<file path="src/rtl/fpaddsub_align_shift_pipe.sv">
// Two-stage mantissa alignment shifter for FP add/sub: coarse (multiple-of-4) shift, then fine (0..3) shift.
// Optional sticky tracking is enabled by defining FPADDSUB_ALIGN_STICKY_EN; otherwise sticky_out is tied 0.
module fpaddsub_align_shift_pipe (
    input  logic        clk,
    input  logic        rst,
    input  logic        flush,
    input  logic        in_valid,
    output logic        in_ready,
    input  logic [23:0] m_in,
    input  logic [7:0]  shift_in,
    output logic        out_valid,
    input  logic        out_ready,
    output logic [25:0] m_out,
    output logic        sticky_out
);

    // Handshake: a beat transfers on a rising edge where valid and ready are both 1;
    // valid never waits on ready, and a stage loads only when it is empty or drains.
    logic        s1_valid;
    logic [25:0] s1_m;
    logic [1:0]  s1_fine;
    logic        s1_sat;
    logic        s2_valid;
    logic [25:0] s2_m;
    logic        s1_adv;
    logic        s2_adv;

    logic [25:0] x;
    logic [4:0]  coarse_amt;
    logic        sat;
    logic [53:0] coarse_wide;
    logic [28:0] fine_wide;
    logic [25:0] s2_m_next;

    assign x           = {m_in, 2'b00};
    assign coarse_amt  = {shift_in[4:2], 2'b00};
    assign sat         = (shift_in >= 8'd26);
    // Extra low bits catch whatever falls off the bottom so sticky is a simple OR.
    assign coarse_wide = {x, 28'b0} >> coarse_amt;
    assign fine_wide   = {s1_m, 3'b000} >> s1_fine;
    assign s2_m_next   = s1_sat ? 26'd0 : fine_wide[28:3];

    assign s2_adv    = !s2_valid || out_ready;
    assign s1_adv    = !s1_valid || s2_adv;
    assign in_ready  = s1_adv;
    assign out_valid = s2_valid;
    assign m_out     = s2_m;

    always_ff @(posedge clk or posedge rst) begin
        if (rst) begin
            s1_valid <= 1'b0;
            s1_m     <= 26'd0;
            s1_fine  <= 2'd0;
            s1_sat   <= 1'b0;
            s2_valid <= 1'b0;
            s2_m     <= 26'd0;
        end else begin
            if (flush) begin
                s1_valid <= 1'b0;
                s2_valid <= 1'b0;
            end else begin
                if (s1_adv) s1_valid <= in_valid;
                if (s2_adv) s2_valid <= s1_valid;
            end
            if (s1_adv && in_valid) begin
                s1_m    <= coarse_wide[53:28];
                s1_fine <= shift_in[1:0];
                s1_sat  <= sat;
            end
            if (s2_adv && s1_valid) begin
                s2_m <= s2_m_next;
            end
        end
    end

`ifdef FPADDSUB_ALIGN_STICKY_EN
    logic s1_sticky;
    logic s2_sticky;
    logic s1_sticky_next;
    logic s2_sticky_next;

    // Saturated operands lose every bit, so sticky is just "any mantissa bit set".
    assign s1_sticky_next = sat ? (|m_in) : (|coarse_wide[27:0]);
    assign s2_sticky_next = s1_sticky | (!s1_sat && (|fine_wide[2:0]));

    always_ff @(posedge clk or posedge rst) begin
        if (rst) begin
            s1_sticky <= 1'b0;
            s2_sticky <= 1'b0;
        end else begin
            if (s1_adv && in_valid) s1_sticky <= s1_sticky_next;
            if (s2_adv && s1_valid) s2_sticky <= s2_sticky_next;
        end
    end

    assign sticky_out = s2_sticky;
`else
    assign sticky_out = 1'b0;
`endif

endmodule

</file>
<file path="config.mk">
export PLATFORM = sky130hd
export DESIGN_NAME = fpaddsub_align_shift_pipe
export DESIGN_NICKNAME = d
export VERILOG_FILES = /design/src/rtl/fpaddsub_align_shift_pipe.sv
export SDC_FILE = /design/constraint.sdc
export NUM_CORES = 1
export LEC_CHECK = 0
export ABC_AREA = 1
export CAP_MARGIN = 20
export CORE_MARGIN = 3
export CORE_UTILIZATION = 57
export CTS_CLUSTER_SIZE = 24
export DETAILED_ROUTE_END_ITERATION = 8
export GPL_TIMING_DRIVEN = 0
export PLACE_DENSITY_LB_ADDON = 0.3
export SLEW_MARGIN = 20
export SYNTH_ARGS = -nofsm -noshare
export SYNTH_HDL_FRONTEND = slang
export SYNTH_SLANG_ARGS = --single-unit
</file>
<file path="constraint.sdc">
create_clock -name clk -period 2.9 [get_ports clk]
set_clock_uncertainty 0.15 [all_clocks]
set_input_delay 0.725 -clock clk [delete_from_list [all_inputs] [get_ports clk]]
set_output_delay 0.725 -clock clk [all_outputs]
set_load 0.005 [all_outputs]
</file>
-- Yosys cells after proc, flatten, opt, wreduce, memory -nomap -nowiden
Index checks and enable logic that the tools add are counted.
- order comparisons: 1
- shift-type cells: 2
- muxes and demuxes: 5
- reductions and logical operators: 8
- operators by type and width (kind ; number):
    $shr 54x5->54 ; 1
    $shr 29x2->29 ; 1
    $mux 26 ; 1
    $ge 8x5->1 const B ; 1
    $mux 1 ; 4
    $reduce_bool 2->1 ; 2
    $logic_and 1x1->1 ; 2
    $logic_not 1->1 ; 2
    $logic_or 1x1->1 ; 2
- register bits: 57
- bits of input ports: 37
- output and inout bits: 29
- logic and storage cells: 22

-- Depth between registers and ports, before layout
- depth after elaboration: 5
- gate-level depth with buffers: 8
- gate-level depth less buffers: 6

-- Least setup slack after synthesis
No wires, ideal clock.
- path type: in2out
- from: input out_ready
- to: output in_ready
- data arrival time: 0.885 ns
- required time: 2.025 ns
- path slack: 1.140 ns
- stages on the path: 2
- path buffers: 0
- path through: inv_1 nand3_2
- word-level cells in the longest chain between the ends: 2
- ends and longest elaborated chain (element ; line ; RTL):
    start, declared ; 12 ; input logic out_ready,
    $logic_or 1x1->1 ; 43 ; assign s2_adv = !s2_valid || out_ready;
    $logic_or 1x1->1 ; 44 ; assign s1_adv = !s1_valid || s2_adv;
    end, declared ; 8 ; output logic in_ready,
No other way between the ends.

-- Worst setup path in the final report
Same ends and word-level chain as after synthesis.

==> Flow_metrics.wiki <==
{| class="wikitable"
! Metric !! Value
|-
| Pin count of the biggest net entering global routing || 33
|-
| Highest fanout seen on the critical path || 3
|-
| Clk_lat worst skew || approximately 0.35 ns
|-
| Initial DRC Count || 309
|-
| Core Region || 6026 µm²
|-
| Critical R2R Launch || s1_fine[1]
|-
| TritonCTS clock tree || yes
|-
| Boundary Pins || 66
|-
| Number of port buffers || 62
|-
| Count of unresolved DRC violations after routing || 0
|-
| Master cell of the clock root buffer || clkbuf_8
|-
| Total vias in the final route || approximately 3700
|-
| Die Wd || 85.72 µm
|-
| Hold slack || 0.3298 ns
|-
| Syn avg cell area || ~7.2 µm²
|-
| Relative slew slack || 0.6291
|-
| Final routed wire length divided by cell count || approximately 15 µm
|-
| Total half-perimeter wirelength after legalization and detailed placement || 7220 µm
|-
| Post-Syn Nets || around 540
|-
| Initial Util || 0.6011
|-
| Number of levels in the clock H-tree || 3
|-
| Final setup viols || 0
|-
| Critical Path AT || 1.86 ns
|-
| Std cell rows || 28
|-
| First-pass GRT wire length || 16450 µm
|-
| Total Wirelength || 9615 µm
|-
| Crit path kind || input pin to output pin
|-
| Layout Area Growth over Synthesis || 26.32%
|-
| Largest cells by area after synthesis || dfrtp_1 (39%), nand2_1 (20%), o211ai_1 (9.5%)
|-
| Number of nets in the finished design || 611
|-
| Antenna-violating nets left || 0
|-
| Critical path startpoint category || input pin
|-
| Number of optimization iterations in the first detailed-route pass || 6
|-
| Most used DFF post-synth || dfrtp_1
|-
| Class of the tightest hold or removal check || flop to flop
|-
| Antenna Cells || 0
|-
| Tot Pwr || roughly 2.3 mW
|-
| Post-CTS Hold Fix Bufs || 0
|-
| Sequential cell area in the final layout || 1426 µm²
|-
| Summed instance area of the synthesized netlist || 3622 µm²
|-
| Remaining global-route overflow || 0
|-
| Cts bufs inserted || 9
|-
| Async SR Flop Fraction || 1.000
|-
| RD Place Congestion || about 0.92
|-
| Syn Inst Count || 500
|-
| Dominant cell type by area after synthesis || dfrtp_1
|-
| Leakage power total || between 2 and 2.5 nW
|-
| Crit path launch || out_ready
|-
| Clk slew on worst S/H paths || 0.06 ns
|-
| Most common cell in the netlist || nand2_1
|-
| Biggest cell delay along the critical path || approximately 0.53 ns
|-
| Number of register bits inferred by synthesis || 57
|-
| Number of filler cells placed in the layout || 492
|-
| Count of synthesis-stage warnings from yosys || 0
|-
| Start point of the worst hold path || m_out[2]
|-
| Status || finished clean
|-
| Tcrit/Tclk final || 0.9416
|-
| Clock sink count || 57
|-
| Slew Viols, Final || 0
|-
| Via density per instance || 5.619
|-
| Unrepaired setup endpoints after global routing || false
|-
| Total power divided by cell area || 511.2 nW/µm²
|-
| Cell type group with the largest total delay on the critical path || buffers and inverters
|-
| Chip Height || between 80 and 90 µm
|-
| CP cell instances || clkdlybuf4s50_1, inv_1, nand3_2, clkdlybuf4s50_1
|-
| Number of max-cap violations || 0
|-
| Post-cts sizing count || 0
|-
| All-layer global routing usage || 0.2796
|-
| Slowest cell on crit path || clkdlybuf4s50_1
|-
| Post-CTS repair timing setup buffer count || 0
|-
| Sort of element at the end of the critical path || output pin
|-
| Required @ worst endpoint || about 2.0 ns
|-
| Total area of multi-input combinational cells || 1767 µm²
|-
| Crit path buffers/inverters || 3
|-
| Bufs on Longest Clock Path || 2
|-
| Share of post-route cells with drive strength above 1 || 0.1382
|-
| Achievable Freq || between 300 and 400 MHz
|-
| Minimum period implied by the final worst setup slack || 2.731 ns
|-
| Worst IR drop on VDD || 0.4276 mV
|-
| Cell mode on critical path || clkdlybuf4s50_1
|-
| Unique cell type count in the Yosys netlist || 26
|-
| Number of flops mapped to enable cells by yosys || 0
|-
| Top-area cell type share of the netlist area || 0.3938
|-
| Most instantiated cells after synthesis || nand2_1 (194), nand3_1 (61), dfrtp_1 (57)
|-
| Die Area || 7347 µm²
|-
| Number of antenna violations at the first check in global routing || 0
|-
| Count of final hold-check violations || 0
|-
| Via count of the first global-routing pass || around 3600
|-
| Share of the yosys chip area belonging to registers || 0.3938
|-
| Actual transition at the worst max-transition pin || between 0.5 and 0.6 ns
|}
==> cells in the final DEF (no fill, tap or decap) <==
master,instances
nand2_1,194
clkdlybuf4s50_1,62
nand3_1,61
dfrtp_1,57
inv_1,51
o211ai_1,46
buf_2,19
nand3_2,11
nand2_2,11
o21ai_0,10
clkbuf_8,9
buf_4,7
a21oi_1,6
o21ai_2,4
nor2_1,4
clkinv_2,3
buf_12,3
clkbuf_1,3
o21ai_1,2
inv_2,2
nor2_4,2
bufinv_16,2
clkinv_4,2
buf_6,1
nand2_4,1
nor2_8,1
buf_8,1
nand4_1,1
nor3_1,1
conb_1,1
clkinvlp_4,1
==> report_power, final <==
group | internal (mW) | switching [mW]
Clock | 0.482 | 0.337
Sequential | 0.878 | 0.0595
Combinational | 0.269 | 0.313
Total | 1.63 | 0.709
==> path summary, 6_finish.rpt <==
| check | to | slack [ns] | cells after the start |
|---|---|---|---|
| max in group asynchronous | s1_m[24] | 1.44 | 3 |
| worst max register to register | m_out[6] | 1.39 | 6 |
| min in group asynchronous | m_out[8] | 0.60 | 2 |
| worst max-delay path | in_ready | 0.17 | 4 |
| worst min register to register | m_out[2] | 0.33 | 2 |
| worst min-delay path | m_out[2] | 0.33 | 2 |
==> routing by layer <==
layer	vias up	track usage	part of all wire
met2	180	0.4823	0.50
li1	1767	-	-
met4	0	0.1180	0.024
met3	26	0.04803	0.059
met1	1702	0.3453	0.42
met5	-	0	0
==> layout make-up <==
cell class,instances,area share
multi-input combinational,356,0.3861
clock inverter,7,0.02078
inverter,54,0.04457
tap,75,0.02051
buffer,33,0.04922
sequential,57,0.3117
clock buffer,9,0.02707
timing repair buffer,63,0.1400
==> state kept, by name (all words and copies together) (netlist names) <==
register,flops
s1_valid,1
out_valid,1
s1_fine,2
s1_sat,1
s1_m,26
m_out,26
==> worst register-to-register path, cell delays in order, from the launching register on <==
cell and delay (ns):
dfrtp_1 0.35, buf_2 0.16, inv_2 0.15, buf_2 0.25, o211ai_1 0.16, nand3_1 0.13
nand2_1 0.06
==> cell families after synthesis <==
family	synth area share
and+or+nand+nor	0.3568
buffers and inverters	0.1185
AOI/OAI and AO/OA	0.1299
DFF	0.3938
other	0.001035
==> through the flow <==
step	setup WS [ns]	instances	TNS, ns	utilization	instance area (µm²)
6_report	0.1695	654	0	0.7593	4576
5_1_grt	0.1245	654	0	0.7593	4576
4_1_cts	0.1622	654	0	0.7593	4576
3_5_place_dp	0.1757	638	0	0.7230	4357
3_3_place_gp	-0.2730	637	-15.39	0.7197	4337
2_1_floorplan	0.6254	500	0	-	3622
Power figures use the tool's default switching activity.
